==> src/rtl/phase_frame_sequencer.sv <==
// phase_frame_sequencer
// Command front end for the transducer array phase registers. It accepts
// 32-bit command words over a valid/ready handshake and decodes them into
// broadcast phase writes, calibration captures and frame commits. Malformed
// commands raise sticky error flags.
// Optional feature: define PHASE_SEQ_WATCHDOG_EN to build the frame-incomplete
// watchdog. Without it, err_timeout is tied to 0 and COLLECT never times out.
module phase_frame_sequencer #(
    parameter int NUM_CHANNELS = 256,
    parameter int CALIB_HOLD   = 4,
    parameter int WDOG_CYCLES  = 1000000
) (
    input  logic        clk,
    input  logic        rst,
    input  logic [31:0] cmd_data,
    input  logic        cmd_valid,
    output logic        cmd_ready,
    input  logic        err_clear,
    output logic [31:0] phase_data,
    output logic        phase_parse_en,
    output logic        phase_calib_en,
    output logic        frame_commit,
    output logic [15:0] frame_count,
    output logic        busy,
    output logic        err_channel,
    output logic        err_opcode,
    output logic        err_timeout
);

    localparam logic [7:0] LP_OP_WRITE  = 8'h00;
    localparam logic [7:0] LP_OP_CALIB  = 8'h01;
    localparam logic [7:0] LP_OP_COMMIT = 8'h02;
    localparam logic [8:0] LP_NUM_CH    = 9'(NUM_CHANNELS);
    localparam int         LP_HOLD_W    = $clog2(CALIB_HOLD + 1);
    localparam logic [LP_HOLD_W-1:0] LP_HOLD_LOAD = LP_HOLD_W'(CALIB_HOLD - 1);

    // Reject configurations the datapath cannot represent.
    if (NUM_CHANNELS < 1 || NUM_CHANNELS > 256) begin : g_bad_num_channels
        $error("NUM_CHANNELS must be in 1..256");
    end
    if (CALIB_HOLD < 1) begin : g_bad_calib_hold
        $error("CALIB_HOLD must be at least 1");
    end
    if (WDOG_CYCLES < 1) begin : g_bad_wdog_cycles
        $error("WDOG_CYCLES must be at least 1");
    end

    typedef enum logic [1:0] {
        ST_IDLE    = 2'd0,
        ST_COLLECT = 2'd1,
        ST_CALIB   = 2'd2
    } state_t;

    state_t                 r_state;
    state_t                 w_state_nxt;
    logic [LP_HOLD_W-1:0]   r_hold;
    logic [LP_HOLD_W-1:0]   w_hold_nxt;
    logic [15:0]            r_wr_cnt;
    logic [15:0]            w_wr_cnt_nxt;
    logic [15:0]            r_frame_count;
    logic [15:0]            w_frame_nxt;
    logic [31:0]            r_phase_data;
    logic [31:0]            w_phase_nxt;
    logic                   r_cmd_ready;
    logic                   r_busy;
    logic                   r_parse_en;
    logic                   r_calib_en;
    logic                   r_commit;
    logic                   r_err_channel;
    logic                   r_err_opcode;
    logic                   w_parse_nxt;
    logic                   w_calib_nxt;
    logic                   w_commit_nxt;
    logic                   w_set_ch;
    logic                   w_set_op;
    logic                   w_set_to;
    logic                   w_accept;
    logic                   w_chan_ok;
    logic [7:0]             w_opcode;
    logic                   w_wdog_expire;

    assign w_accept  = cmd_valid & r_cmd_ready;
    assign w_opcode  = cmd_data[31:24];
    assign w_chan_ok = ({1'b0, cmd_data[15:8]} < LP_NUM_CH);

`ifdef PHASE_SEQ_WATCHDOG_EN
    localparam int LP_WDOG_W = $clog2(WDOG_CYCLES + 1);
    localparam logic [LP_WDOG_W-1:0] LP_WDOG_LAST = LP_WDOG_W'(WDOG_CYCLES - 1);

    logic [LP_WDOG_W-1:0] r_wdog;
    logic [LP_WDOG_W-1:0] w_wdog_nxt;
    logic                 r_err_timeout;

    // Expiry is the last idle cycle of the window; an accept in it wins.
    assign w_wdog_expire = (r_state == ST_COLLECT) && !w_accept && (r_wdog == LP_WDOG_LAST);

    // Watchdog counts idle cycles in COLLECT and restarts on any accept.
    always_comb begin
        w_wdog_nxt = '0;
        if (r_state == ST_COLLECT && !w_accept && !w_wdog_expire) begin
            w_wdog_nxt = r_wdog + LP_WDOG_W'(1);
        end else begin
            w_wdog_nxt = '0;
        end
    end

    // Watchdog counter and sticky timeout flag.
    always_ff @(posedge clk) begin
        if (rst) begin
            r_wdog        <= '0;
            r_err_timeout <= 1'b0;
        end else begin
            r_wdog        <= w_wdog_nxt;
            r_err_timeout <= w_set_to | (r_err_timeout & ~err_clear);
        end
    end

    assign err_timeout = r_err_timeout;
`else
    assign w_wdog_expire = 1'b0;
    assign err_timeout   = 1'b0;
`endif

    // Command decode: next state, strobes, counters and error requests.
    always_comb begin
        w_state_nxt  = r_state;
        w_hold_nxt   = r_hold;
        w_wr_cnt_nxt = r_wr_cnt;
        w_frame_nxt  = r_frame_count;
        w_phase_nxt  = r_phase_data;
        w_parse_nxt  = 1'b0;
        w_calib_nxt  = 1'b0;
        w_commit_nxt = 1'b0;
        w_set_ch     = 1'b0;
        w_set_op     = 1'b0;
        w_set_to     = 1'b0;
        case (r_state)
            ST_IDLE, ST_COLLECT: begin
                if (w_accept) begin
                    case (w_opcode)
                        LP_OP_WRITE: begin
                            // The bus follows every write word, even rejected ones.
                            w_phase_nxt = cmd_data;
                            if (w_chan_ok) begin
                                w_parse_nxt = 1'b1;
                                w_state_nxt = ST_COLLECT;
                                if (r_wr_cnt != 16'hFFFF) begin
                                    w_wr_cnt_nxt = r_wr_cnt + 16'd1;
                                end else begin
                                    w_wr_cnt_nxt = r_wr_cnt;
                                end
                            end else begin
                                w_set_ch = 1'b1;
                            end
                        end
                        LP_OP_CALIB: begin
                            if (r_state == ST_IDLE) begin
                                w_calib_nxt = 1'b1;
                                w_state_nxt = ST_CALIB;
                                w_hold_nxt  = LP_HOLD_LOAD;
                            end else begin
                                w_set_op = 1'b1;
                            end
                        end
                        LP_OP_COMMIT: begin
                            // A commit with no pending writes is silently ignored.
                            if (r_state == ST_COLLECT) begin
                                w_commit_nxt = 1'b1;
                                w_frame_nxt  = r_frame_count + 16'd1;
                                w_wr_cnt_nxt = 16'd0;
                                w_state_nxt  = ST_IDLE;
                            end else begin
                                w_commit_nxt = 1'b0;
                            end
                        end
                        default: begin
                            w_set_op = 1'b1;
                        end
                    endcase
                end else if (w_wdog_expire) begin
                    w_state_nxt  = ST_IDLE;
                    w_wr_cnt_nxt = 16'd0;
                    w_set_to     = 1'b1;
                end else begin
                    w_state_nxt = r_state;
                end
            end
            ST_CALIB: begin
                if (r_hold == '0) begin
                    w_state_nxt = ST_IDLE;
                end else begin
                    w_hold_nxt = r_hold - LP_HOLD_W'(1);
                end
            end
            default: begin
                w_state_nxt = ST_IDLE;
            end
        endcase
    end

    // FSM state register.
    always_ff @(posedge clk) begin
        if (rst) begin
            r_state <= ST_IDLE;
        end else begin
            r_state <= w_state_nxt;
        end
    end

    // Registered outputs, counters and sticky error flags.
    always_ff @(posedge clk) begin
        if (rst) begin
            r_hold        <= '0;
            r_wr_cnt      <= 16'd0;
            r_frame_count <= 16'd0;
            r_phase_data  <= 32'd0;
            r_cmd_ready   <= 1'b0;
            r_busy        <= 1'b0;
            r_parse_en    <= 1'b0;
            r_calib_en    <= 1'b0;
            r_commit      <= 1'b0;
            r_err_channel <= 1'b0;
            r_err_opcode  <= 1'b0;
        end else begin
            r_hold        <= w_hold_nxt;
            r_wr_cnt      <= w_wr_cnt_nxt;
            r_frame_count <= w_frame_nxt;
            r_phase_data  <= w_phase_nxt;
            r_cmd_ready   <= (w_state_nxt != ST_CALIB);
            r_busy        <= (w_state_nxt != ST_IDLE);
            r_parse_en    <= w_parse_nxt;
            r_calib_en    <= w_calib_nxt;
            r_commit      <= w_commit_nxt;
            r_err_channel <= w_set_ch | (r_err_channel & ~err_clear);
            r_err_opcode  <= w_set_op | (r_err_opcode & ~err_clear);
        end
    end

    assign cmd_ready      = r_cmd_ready;
    assign busy           = r_busy;
    assign phase_data     = r_phase_data;
    assign phase_parse_en = r_parse_en;
    assign phase_calib_en = r_calib_en;
    assign frame_commit   = r_commit;
    assign frame_count    = r_frame_count;
    assign err_channel    = r_err_channel;
    assign err_opcode     = r_err_opcode;

endmodule

==> config.mk <==
export PLATFORM = sky130hd
export DESIGN_NAME = phase_frame_sequencer
export DESIGN_NICKNAME = d
export VERILOG_FILES = /design/src/rtl/phase_frame_sequencer.sv
export SDC_FILE = /design/constraint.sdc
export NUM_CORES = 1
export LEC_CHECK = 0
export CAP_MARGIN = 10
export CORE_UTILIZATION = 44
export DETAILED_ROUTE_END_ITERATION = 10
export PLACE_DENSITY = 0.85
export SLEW_MARGIN = 5
export SYNTH_ARGS = -nofsm -noshare
export SYNTH_HDL_FRONTEND = slang
export SYNTH_SLANG_ARGS = --single-unit
==> constraint.sdc <==
create_clock -name clk -period 2.4 [get_ports clk]
set_input_delay 0.24 -clock clk [delete_from_list [all_inputs] [get_ports clk]]
set_output_delay 0.24 -clock clk [all_outputs]
set_load 0.01 [all_outputs]
==> flow_summary.yaml, run 1 <==
detailed_routing:
  dr.pass1.iters: 4
  drtIter0Drc: 152
  vias_per_cell: 5.02
  drtAntennaViolNets: 0
  wire_per_inst_um: 13.1
  drc: 0
  routed_wl_um: 5570
  num_vias: 2140
floorplanning:
  dieArea_um2: 5940
  rows: 26
  die_y_um: 77.1
  io_pins: 92
  die_width_um: 77.1
  start_util_pct: 47.1
  core_um2: 5270
pwr:
  leakage_nw: 1.47
  p_int_w: 0.00146
  sw_frac_of_total_pct: 22.1
  power_w: 0.00188
  worst_ir_drop_vdd_uv: 452
  power_frac_seq_pct: 53.2
  clkPwrFrac_pct: 40.9
  combPwrFrac_pct: 6.0
  switching_power_w: 0.000416
  power_density_nw_per_um2: 521
sta:
  period_share_pct: 81.3
  rsz0062_at_grt: "no"
  max_freq_ghz: 0.513
  relSlewSlack_pct: 51.8
  final_max_slew_viol_count: 0
  setup_tns_ns: 0
  fin_worst_skew_ns: 0.0119
  hold_viol: 0
  whs_ns: 0.446
  fin_crit_ns: 1.95
  tightest_slew_ns: 0.722
  final-setup-viol-count: 0
place:
  place_area_um2: 3440
  place.gp.congestion: 0.800
  detailed_place_hpwl_um: 4030
  io_buffers: 90
min_path:
  min_path_type: "flop to flop"
  holdPathStages: 1
  min_to: "r_hold[0]"
  hold_start: "r_hold[0]"
finish:
  nets: 390
  fin_area_um2: 3610
  diodes: 0
  syn2layout_area_growth_pct: 45.4
  fillers: 451
  drive_gt1_share_pct: 9.27
  utilization_pct: 68.4
setup_path:
  critical_path.startpoint_type: "primary input"
  worst-r2r-cell-count: 5
  cp.required_ns: 2.62
  critPathMaxFanout: 8
  timing.rr.end: "frame_count[14]"
  arrival_ns: 2.18
  rrSetupSlack_ns: 0.60
  r2r-start: "frame_count[0]"
  crit_type: "primary input to flop"
  cp-end-kind: "flop"
yosys:
  syn_area_um2: 2480
  netlist_instances: 256
  synth_fp_nets: 295
  syn_area_per_cell_um2: 9.69
  postSynth.asyncResetShare_pct: 0
  yosysSeqAreaShare_pct: 48.4
  synth_top_area_share_pct: 48.4
  synth-edff-count: 0
  synth_warnings: 0
  synthTopCellsByArea: "dfxtp_1, mux2i_1, nor2_1"
  ys_ff_latch: 60
  synthFlopType: "dfxtp_1"
  synth_top_area_cell: "dfxtp_1"
  yosysUniqueCellTypes: 45
grt:
  grt_pass1_wl_um: 8690
  antenna_found_initial: 0
  grt_use_total_pct: 18.8
  grt_max_degree: 43
  grt_pass1_vias: 1910
  grt_overflow: 0
run:
  maxCapViolations: 0
clock_tree:
  cts_sinks: 60
  postCtsSetupBuffers: 0
  cts_resized: 0
  cts_root_buf: "clkbuf_8"
  clock_latency_ns: 0.33
  cts.clk_slew.worst_paths_ns: 0.07
  cts_tree: "yes"
  clock_tree.buffer_depth: 2
  numCtsBuffers: 9
  htreeDepth: 3
  hold_buffers: 0
status:
  status: "finished clean"
state kept, by name, summed over array words and instances (netlist names):
| name | cells |
|---|---|
| busy | 1 |
| r_state | 2 |
| phase_parse_en | 1 |
| frame_count | 16 |
| err_channel | 1 |
| phase_calib_en | 1 |
| frame_commit | 1 |
| cmd_ready | 1 |
| r_hold | 3 |
| err_opcode | 1 |
| phase_data | 32 |
routing by layer:
metal | global-route usage [%] | share of wire (%) | wire, um
met2 | 32.3 | 51 | 2850
met3 | 5.48 | 3.6 | 198
met1 | 21.8 | 44 | 2460
met5 | 0 | 0 | 0
met4 | 7.92 | 1.2 | 68
Yosys cell counts, types with 4 or more instances:
cell type / instances
or4_1: 5
nor2b_1: 8
nor3b_1: 10
nand2_1: 8
a21oi_1: 6
mux2i_1: 25
mux2_2: 6
inv_1: 8
o21ai_0: 5
nand3_1: 6
or3_1: 4
nor2_1: 44
dfxtp_1: 60
clkbuf_1: 6
nor3_1: 7
o31ai_1: 4
cell families after synthesis:
group	share of synthesized area [%]
mux	12.8
other cells	0.151
xor+xnor	0.706
fa+ha+maj	1.51
simple gates	26.3
buf+inv	4.13
flops	48.4
compound gates	5.95
area by class of cell:
type	count	area [um2]	area share (%)
flip-flops and latches	60	1200	33.3
multi-input cells	175	1180	32.6
repair buffers	97	948	26.3
clock buffers	14	153	4.23
well taps	70	87.6	2.43
inverters	8	30.0	0.832
clock inverters	2	10.0	0.277
critical path: stages:
cell and delay (ns):
clkdlybuf4s50_1 0.46, nor4_4 0.49, nand4_2 0.28, nor4_1 0.35, mux2_2 0.37
cell usage in the layout, fill, tap and decap left out, types with 2 or more instances in the layout:
| master | n |
|---|---|
| or3_1 | 4 |
| nand3_1 | 6 |
| nor4_1 | 3 |
| nor2b_1 | 8 |
| nor2_1 | 44 |
| buf_4 | 7 |
| clkdlybuf4s50_1 | 89 |
| dfxtp_1 | 60 |
| mux2i_1 | 25 |
| clkinv_2 | 2 |
| inv_1 | 8 |
| clkbuf_1 | 4 |
| nand2b_1 | 3 |
| nand4_2 | 2 |
| o31ai_1 | 4 |
| nand4_1 | 3 |
| nor3b_1 | 10 |
| mux2_2 | 6 |
| ha_1 | 3 |
| nor3_1 | 7 |
| clkbuf_8 | 10 |
| or4_1 | 5 |
| and4_1 | 3 |
| nand2_1 | 8 |
| and3b_1 | 2 |
| a21oi_1 | 6 |
| o21ai_0 | 5 |
power by group through the flow:
stage | registers, W | logic, W | clock network [W]
floorplan | 0.00102 | 0.0000393 | 0
finish | 0.000999 | 0.000112 | 0.000769
global route | 0.000999 | 0.000120 | 0.000841
CTS | 0.000999 | 0.000113 | 0.000785
detailed placement | 0.00102 | 0.000112 | 0
global placement | 0.00102 | 0.000110 | 0
worst max-delay path by stage:
stage / slack (ns) / end / start
CTS: 0.44 / frame_count[14] / cmd_data[26]
finish: 0.45 / frame_count[14] / cmd_data[26]
global placement: 0.16 / frame_count[10] / cmd_data[26]
floorplan: 0.65 / frame_count[14] / cmd_data[26]
detailed placement: 0.06 / frame_count[14] / cmd_data[26]
global route: 0.36 / frame_count[14] / cmd_data[26]
per-stage QoR:
stage / instances / setup WS, ns
floorplan: 256 / 0.648
global placement: 410 / 0.161
detailed placement: 410 / 0.0606
CTS: 426 / 0.437
global route: 426 / 0.356
finish: 426 / 0.449
No activity file was read; power rests on OpenSTA's default activity.
==> run 2, diff against run 1 <==
Clock period 2.4 ns to 2 ns, I/O delays scaled along.
==> flow_summary.yaml, run 2 (synthesis gave the netlist of run 1 again) <==
detailed_routing:
  drtAntennaViolNets: 0
  drc: 0
  wire_per_inst_um: 13.5
  vias_per_cell: 4.97
  dr.pass1.iters: 4
  routed_wl_um: 5890
  num_vias: 2173
  drtIter0Drc: 96
place:
  place.gp.congestion: 0.804
  placed_cells: 421
  place_area_um2: 3550
  detailed_place_hpwl_um: 4270
  io_buffers: 90
status:
  status: "finished clean"
pwr:
  leakage_nw: 1.56
  worst_ir_drop_vdd_uv: 480
  power_density_nw_per_um2: 676
setup_path:
  cp_slowest_cell: "or3_1"
  r2r-start: "r_state[1]"
  max_stage_delay_ns: 0.48
  arrival_ns: 2.07
  path_buf_inv: 3
  crit_type: "primary input to flop"
  worstSetupStartpoint: "cmd_data[26]"
  cp.required_ns: 2.24
  critPathMaxFanout: 6
  cpMostUsedCell: "buf_4"
  critical_path.startpoint_type: "primary input"
  cp-end-kind: "flop"
  crit_chain: "clkdlybuf4s50_1 -> nor4_4 -> buf_4 -> buf_4 -> a22oi_2 -> or3_1 -> a211oi_1"
  cp_top_family: "simple AND/OR/NAND/NOR gates"
grt:
  grt_use_total_pct: 21.3
  antenna_found_initial: 0
  grt_max_degree: 45
  grt_pass1_wl_um: 9920
  grt_pass1_vias: 2169
  grt_overflow: 0
floorplanning:
  core_um2: 5270
  start_util_pct: 47.1
  die_y_um: 77.1
  die_width_um: 77.1
  rows: 26
  dieArea_um2: 5940
  io_pins: 92
sta:
  tightest_slew_ns: 0.532
  whs_ns: 0.326
  fin_crit_ns: 1.82
  period_share_pct: 91.1
  max_freq_ghz: 0.549
  final_max_slew_viol_count: 0
  final-setup-viol-count: 0
  relSlewSlack_pct: 64.5
  rsz0062_at_grt: "no"
  hold_viol: 0
  fin_worst_skew_ns: 0.00870
  setup_tns_ns: 0
finish:
  layout_commonest_cell: "clkdlybuf4s50_1"
  final_cell_mix: "clkdlybuf4s50_1, dfxtp_1, nor2_1"
  nets: 401
  syn2layout_area_growth_pct: 51.9
  fin_area_um2: 3770
  diodes: 0
  stdcell_count: 437
  largest_reg_flops: 32
  drive_gt1_share_pct: 12.8
  utilization_pct: 71.5
clock_tree:
  postCtsSetupBuffers: 0
  clock_tree.buffer_depth: 2
  cts.clk_slew.worst_paths_ns: 0.07
  cts_tree: "yes"
  hold_buffers: 0
  cts_root_buf: "clkbuf_8"
  htreeDepth: 3
  clock_latency_ns: 0.34
  numCtsBuffers: 9
  cts_resized: 0
  cts_sinks: 60
run:
  maxCapViolations: 0
min_path:
  hold_start: "rst"
  min_path_type: "primary input to flop"
## run 2: cell types whose count changed in the layout (fill, tap and decap cells not counted), sizes merged
| cell | previous run | this run |
|---|---|---|
| buf | 8 | 19 |
| bufinv | 0 | 2 |
| clkbuf | 14 | 11 |
| clkinv | 2 | 3 |
## run 2: layout make-up
class,instances,area (um2)
multi-input combinational,175,1180
sequential,60,1200
clock inverter,5,75.1
fill,434,1500
clock buffer,11,141
tap,70,87.6
inverter,8,30.0
timing repair buffer,108,1060
## run 2: report_power, final
| part | leakage [nW] | total [W] | switching (W) | internal (W) |
|---|---|---|---|---|
| clock | 0.113 | 0.00120 | 0.000474 | 0.000730 |
| sequential | 0.484 | 0.00120 | 0.00000152 | 0.00120 |
| combinational | 0.965 | 0.000144 | 0.0000575 | 0.0000861 |
## run 2: routing by layer
metal	vias to the layer above	wire length [um]	GRT usage (%)
met5	-	0	0
met4	0	182	13.2
li1	1107	-	-
met3	15	180	3.21
met1	996	2500	23.9
met2	55	3020	37.6
## run 2: final timing paths
kind / to / slack [ns] / depth (start not counted)
worst max-delay path: r_hold[1] / 0.18 / 7
worst max register to register: r_hold[1] / 0.22 / 4
worst min-delay path: phase_data[21] / 0.33 / 2
worst min register to register: r_hold[0] / 0.45 / 1
## run 2: metrics by stage
stage	power (W)	setup WS [ns]
after floorplan	0.00127	0.272
after global placement	0.00137	-0.0996
after detailed placement	0.00137	-0.151
after CTS	0.00256	0.196
after global routing	0.00263	0.0729
final	0.00255	0.177
